### src/rtl/bandit_egreedy.sv
// Epsilon-greedy multi-armed bandit: per-arm EMA value table, argmax scan,
// LFSR-driven exploration, with action and reward valid/ready channels.
module bandit_egreedy #(
  parameter int          ARMS          = 256,
  parameter int          ACTION_WIDTH  = $clog2(ARMS),
  parameter int          REWARD_WIDTH  = 16,
  parameter int          RATE_SHIFT    = 3,
  parameter int          EPSILON_WIDTH = 8,
  parameter logic [31:0] LFSR_SEED     = 32'hACE1_0001
) (
  input  logic                     clock,
  input  logic                     reset_n,
  input  logic [EPSILON_WIDTH-1:0] epsilon,
  input  logic                     reward_valid,
  input  logic [REWARD_WIDTH-1:0]  reward_data,
  output logic                     reward_ready,
  output logic                     action_valid,
  output logic [ACTION_WIDTH-1:0]  action_data,
  output logic                     action_explore,
  input  logic                     action_ready
);

  typedef enum logic [2:0] {
    S_CLEAR, S_SCAN, S_DECIDE, S_OFFER, S_AWAIT, S_UPDATE
  } state_t;

  localparam logic [ACTION_WIDTH-1:0] LAST_IDX  = ACTION_WIDTH'(ARMS - 1);
  localparam logic [31:0]             LFSR_MASK = 32'h8020_0003;

  state_t                     state, state_nxt;
  logic [ACTION_WIDTH-1:0]    idx;
  logic                       upd_ph;
  logic [31:0]                lfsr, lfsr_adv;
  logic [REWARD_WIDTH-1:0]    best_val;
  logic [ACTION_WIDTH-1:0]    best_idx, greedy_idx;
  logic [EPSILON_WIDTH-1:0]   rnd;
  logic                       explore;

  logic [REWARD_WIDTH-1:0]    mem [ARMS];
  logic                       mem_we;
  logic [ACTION_WIDTH-1:0]    mem_addr;
  logic [REWARD_WIDTH-1:0]    mem_wdata;

  logic [REWARD_WIDTH-1:0]    reward_p0;
  logic [REWARD_WIDTH-1:0]    rd_data_p1;
  logic [ACTION_WIDTH-1:0]    idx_p1;
  logic                       vld_p1;

  function automatic logic [31:0] lfsr_step(input logic [31:0] s);
    return (s >> 1) ^ (s[0] ? LFSR_MASK : 32'h0);
  endfunction

  // Arithmetic shift floors the step; the result stays between v and r.
  function automatic logic [REWARD_WIDTH-1:0] ema_update(
    input logic [REWARD_WIDTH-1:0] v,
    input logic [REWARD_WIDTH-1:0] r
  );
    logic signed [REWARD_WIDTH:0] diff, step, sum;
    diff = $signed({1'b0, r}) - $signed({1'b0, v});
    step = diff >>> RATE_SHIFT;
    sum  = $signed({1'b0, v}) + step;
    return REWARD_WIDTH'(sum);
  endfunction

  always_comb begin
    lfsr_adv   = lfsr_step(lfsr);
    rnd        = lfsr_adv[31 -: EPSILON_WIDTH];
    explore    = (rnd < epsilon);
    greedy_idx = (vld_p1 && (rd_data_p1 > best_val)) ? idx_p1 : best_idx;
    mem_we     = (state == S_CLEAR) || ((state == S_UPDATE) && upd_ph);
    mem_addr   = (state == S_UPDATE) ? action_data : idx;
    mem_wdata  = (state == S_CLEAR) ? '0 : ema_update(rd_data_p1, reward_p0);
  end

  always_comb begin
    state_nxt = state;
    case (state)
      S_CLEAR:  if (idx == LAST_IDX) state_nxt = S_SCAN;
      S_SCAN:   if (idx == LAST_IDX) state_nxt = S_DECIDE;
      S_DECIDE: state_nxt = S_OFFER;
      S_OFFER:  if (action_ready) state_nxt = S_AWAIT;
      S_AWAIT:  if (reward_valid && reward_ready) state_nxt = S_UPDATE;
      S_UPDATE: if (upd_ph) state_nxt = S_SCAN;
      default:  state_nxt = S_CLEAR;
    endcase
  end

  always_ff @(posedge clock) begin
    if (!reset_n) state <= S_CLEAR;
    else          state <= state_nxt;
  end

  always_ff @(posedge clock) begin
    if (!reset_n) begin
      idx            <= '0;
      upd_ph         <= 1'b0;
      lfsr           <= LFSR_SEED;
      best_val       <= '0;
      best_idx       <= '0;
      vld_p1         <= 1'b0;
      action_valid   <= 1'b0;
      action_data    <= '0;
      action_explore <= 1'b0;
      reward_ready   <= 1'b0;
    end else begin
      vld_p1 <= (state == S_SCAN);
      case (state)
        S_CLEAR: idx <= (idx == LAST_IDX) ? '0 : idx + 1'b1;
        S_SCAN: begin
          idx <= (idx == LAST_IDX) ? '0 : idx + 1'b1;
          if (idx == '0) begin
            best_val <= '0;
            best_idx <= '0;
          end else if (vld_p1 && (rd_data_p1 > best_val)) begin
            best_val <= rd_data_p1;
            best_idx <= idx_p1;
          end
        end
        // The last scanned entry is still in flight, so it is folded in here.
        S_DECIDE: begin
          lfsr           <= lfsr_adv;
          best_idx       <= greedy_idx;
          action_valid   <= 1'b1;
          action_explore <= explore;
          action_data    <= explore ? lfsr_adv[ACTION_WIDTH-1:0] : greedy_idx;
        end
        S_OFFER: begin
          if (action_ready) begin
            action_valid <= 1'b0;
            reward_ready <= 1'b1;
          end
        end
        S_AWAIT: if (reward_valid && reward_ready) reward_ready <= 1'b0;
        S_UPDATE: upd_ph <= ~upd_ph;
        default: ;
      endcase
    end
  end

  // Stage p1: synchronous table read; the address index travels alongside.
  always_ff @(posedge clock) begin
    if (mem_we) mem[mem_addr] <= mem_wdata;
    else        rd_data_p1    <= mem[mem_addr];
    idx_p1 <= idx;
    if ((state == S_AWAIT) && reward_valid && reward_ready) reward_p0 <= reward_data;
  end

endmodule

### config.mk
export PLATFORM = sky130hd
export DESIGN_NAME = bandit_egreedy
export DESIGN_NICKNAME = d
export VERILOG_FILES = /design/src/rtl/bandit_egreedy.sv
export SDC_FILE = /design/constraint.sdc
export NUM_CORES = 2
export LEC_CHECK = 0
export CAP_MARGIN = 15
export CORE_UTILIZATION = 60
export CTS_CLUSTER_SIZE = 10
export DETAILED_ROUTE_END_ITERATION = 10
export GPL_TIMING_DRIVEN = 0
export MAX_ROUTING_LAYER = met4
export PLACE_DENSITY = 0.75
export SYNTH_ARGS = -nofsm -noshare
export SYNTH_HDL_FRONTEND = slang
export SYNTH_SLANG_ARGS = --single-unit
### constraint.sdc
create_clock -name clock -period 19.6 [get_ports clock]
set_input_delay 5.88 -clock clock [delete_from_list [all_inputs] [get_ports clock]]
set_output_delay 5.88 -clock clock [all_outputs]
set_load 0.1 [all_outputs]
==> results_dict.tcl <==
set metrics [dict create \
    rsz0062_at_grt "no" \
    r2r_slack_ns 12.24 \
    num_vias 92300 \
    p_int_uw 14300 \
    path_class "flop to output port" \
    cp_top_family "buffers and inverters" \
    drv_slew 0 \
    cp_num_buf_inv 1 \
    yosys_register_bits 4216 \
    fp.dieH_um 522 \
    final_common_cell "edfxtp_1" \
    wl_per_cell_um 36.8 \
    syn2layout_area_growth_pct 14.7 \
    dp_hpwl_um 329000 \
    fp-row-count 190 \
    cts_resized 0 \
    cp_slowest_cell "clkdlybuf4s50_1" \
    p_sw_uw 3960 \
    crit_end "action_data[2]" \
    gp_congestion 1.03 \
    timing.final.crit_share 0.440 \
    r2r_start "state[2]" \
    grt.total_usage 0.368 \
    initial_utilization 0.604 \
    min_period_ns 8.62 \
    cp-start-kind "flop" \
    grt_pass1_wl_um 670000 \
    ys_warn_count 0 \
    design.die.area_um2 272000 \
    setup_ws_ns 10.98 \
    fin_skew_ns 0.0791 \
    first_iter_violations 15600 \
    fp.dieW_um 522 \
    fill_cells 15900 \
    ys.flop_type "edfxtp_1" \
    synth_top_family_by_area "multiplexers" \
    nets 9588 \
    arrival_ns 2.74 \
    p_leak_uw 0.0575 \
    layout-drive-gt1-share 0.191 \
    seq_area_frac_synth 0.775 \
    ys_async_sr_fraction 0 \
    netlist_area_um2 162000 \
    swShare 0.217 \
    synth_compound_area_frac 0.0528 \
    cts_tree "built" \
    cts-buffers-inserted 463 \
    vias_per_cell 7.01 \
    p_clk_frac 0.413 \
    clk_latency_ns 1.04 \
    grt_max_degree 56 \
    final_cell_mix "edfxtp_1 (4128), mux2i_1 (677), a21oi_1 (664)" \
    hp-class "flop to flop" \
    wirelength_um 485000 \
    setup_viol 0 \
    cts_hold_buf 0 \
    final_cell_area_um2 186000 \
    cts_root_buf "clkbuf_16" \
    synth_mux_area_frac 0.122 \
    ioPinCount 39 \
    clockBufferDepth 4 \
    worstMarginPinSlew_ns 1.46 \
    crit_chain "clkdlybuf4s50_1" \
    ff2ff_path_depth 11 \
    comb_power_share 0.052 \
    syn_inst 8644 \
    fmax_mhz 116 \
    status "complete, no violations" \
    clkTransAtPathRegs_ns 0.06 \
    cp-startpoint "action_data[2]" \
    yosys.area_share.xor_xnor 0.00157 \
    avgSynthCellArea_um2 18.8 \
    h-tree-depth 5 \
    reg2reg_to "mem[108][11]" \
    antenna_found_initial 35 \
    first_global_vias 89600 \
    ant_nets 0 \
    gr-total-overflow 0 \
    synth_edf_count 4128 \
    cts_setup_buffers 0 \
    drc 0 \
    worst_ep_required_time_ns 13.72 \
    first_pass_iters 10 \
    placed_cell_area_um2 173000 \
    synthDistinctLibCells 61 \
    hold_viol 0 \
    synth_fa_ha_area_frac 0.00444 \
    yosys.area_share.simple 0.0291 \
    max-cap-violations 0 \
    dp_slack_ns 10.74 \
    worst_setup_path_end_kind "output port" \
    slowest_delay_ns 1.21 \
    power_density_nw_per_um2 98.2 \
    seq_power_share 0.535 \
    max-slew-margin-rel 0.0253 \
    path_depth 1 \
    syn_nets 8729 \
    cp_max_fo 6 \
    clock_sinks 4216 \
    core_area_um2 268000 \
    port_buffers 37 \
    vdd_drop_max_v 0.0000914 \
]
[logic make-up after synthesis]
| logic type | after synthesis |
|---|---|
| AO/OA/AOI/OAI | 1389 |
| adder cells (fa/ha/maj) | 57 |
| buffers and inverters | 567 |
| multiplexers | 1259 |
| flip-flops | 4216 |
| AND/OR/NAND/NOR | 1127 |
| XOR/XNOR | 29 |
[synthesized netlist by cell type (3+ instances only)]
library cell  number  area share
a31oi_1            4     0.00015
a221oi_1          47      0.0025
inv_1             56      0.0013
ha_1              56      0.0043
xnor2_1           13     0.00070
buf_4             16     0.00074
a32o_1             7     0.00043
a22oi_1           84      0.0039
or3_1             10     0.00039
buf_6              8     0.00056
nor2_1           313      0.0072
nor4_1            16     0.00062
a2111oi_0         52      0.0028
o21ai_0           20     0.00062
o22ai_1          324       0.012
xor2_1            16     0.00086
o21a_1             5     0.00023
nand4_1           23     0.00089
o221ai_1          15     0.00081
a21oi_1          667       0.021
nand3_1           20     0.00062
nand2_1          633       0.015
nand2b_1          12     0.00046
mux2i_1          679       0.042
buf_2            125      0.0039
mux4_2           577       0.080
nor2b_1           10     0.00039
and2_1             7     0.00027
clkbuf_1         292      0.0068
o31ai_1            4     0.00019
o41ai_1           33      0.0018
edfxtp_1        4128        0.76
nor3_1            15     0.00046
buf_1             69      0.0016
or2_2              3     0.00012
a311oi_1           3     0.00016
a211oi_1          69      0.0032
and3_1            11     0.00042
a22o_1            32      0.0017
dfxtp_1           88       0.011
or4_1             47      0.0022
a21o_1            13     0.00060
[worst min-delay path by stage]
stage,startpoint,to,slack (ns),depth (start not counted)
6_report,idx[2],idx_p1[2],0.37,0
5_1_grt,idx[2],idx_p1[2],0.37,0
4_1_cts,idx[2],idx_p1[2],0.37,0
3_5_place_dp,idx[2],idx_p1[2],0.35,0
3_3_place_gp,idx[2],idx_p1[2],0.34,0
2_1_floorplan,idx[2],idx_p1[2],0.33,0
[layer usage]
metal | track usage | vias to the layer above | part of all wire
li1 | - | 36600 | -
met1 | 0.469 | 46600 | 0.34
met2 | 0.521 | 7565 | 0.44
met3 | 0.120 | 1556 | 0.15
met4 | 0.212 | 0 | 0.072
met5 | - | - | 0
[metrics by stage]
stage	hold slack [ns]	util	power (uW)	instances	TNS, ns
detailed placement	0.349	0.646	10900	12600	0
global route	0.370	0.693	18600	13200	0
CTS	0.365	0.692	18200	13100	0
floorplan	0.329	-	10500	8644	0
finish	0.370	0.693	18300	13200	0
global placement	0.336	0.622	10800	12200	-6880.26
[registers in the layout, indices dropped and copies added (netlist names)]
signal,cells
mem,4096
state,3
upd_ph,1
idx_p1,8
action_valid,1
lfsr,32
best_idx,8
action_explore,1
action_data,8
reward_ready,1
reward_p0,16
best_val,16
idx,8
vld_p1,1
rd_data_p1,16
[power by group through the flow]
stage	Clock [uW]	Combinational, uW	Sequential (uW)
2_1_floorplan	0	533	9950
3_3_place_gp	0	887	9950
3_5_place_dp	0	913	9950
4_1_cts	7520	923	9770
5_1_grt	7840	962	9760
6_report	7540	959	9770
[area by class of cell]
| type | count | area, um2 | share of cell area |
|---|---|---|---|
| tap | 3552 | 4440 | 0.0239 |
| inverter | 57 | 214 | 0.00115 |
| clock buffer | 516 | 11800 | 0.0636 |
| antenna | 37 | 92.6 | 0.000498 |
| timing repair buffer | 394 | 6080 | 0.0327 |
| multi-input combinational | 3861 | 34800 | 0.187 |
| clock inverter | 32 | 577 | 0.00310 |
| buffer | 510 | 2220 | 0.0119 |
| sequential | 4216 | 126000 | 0.676 |
Power figures use the tool's default switching activity.
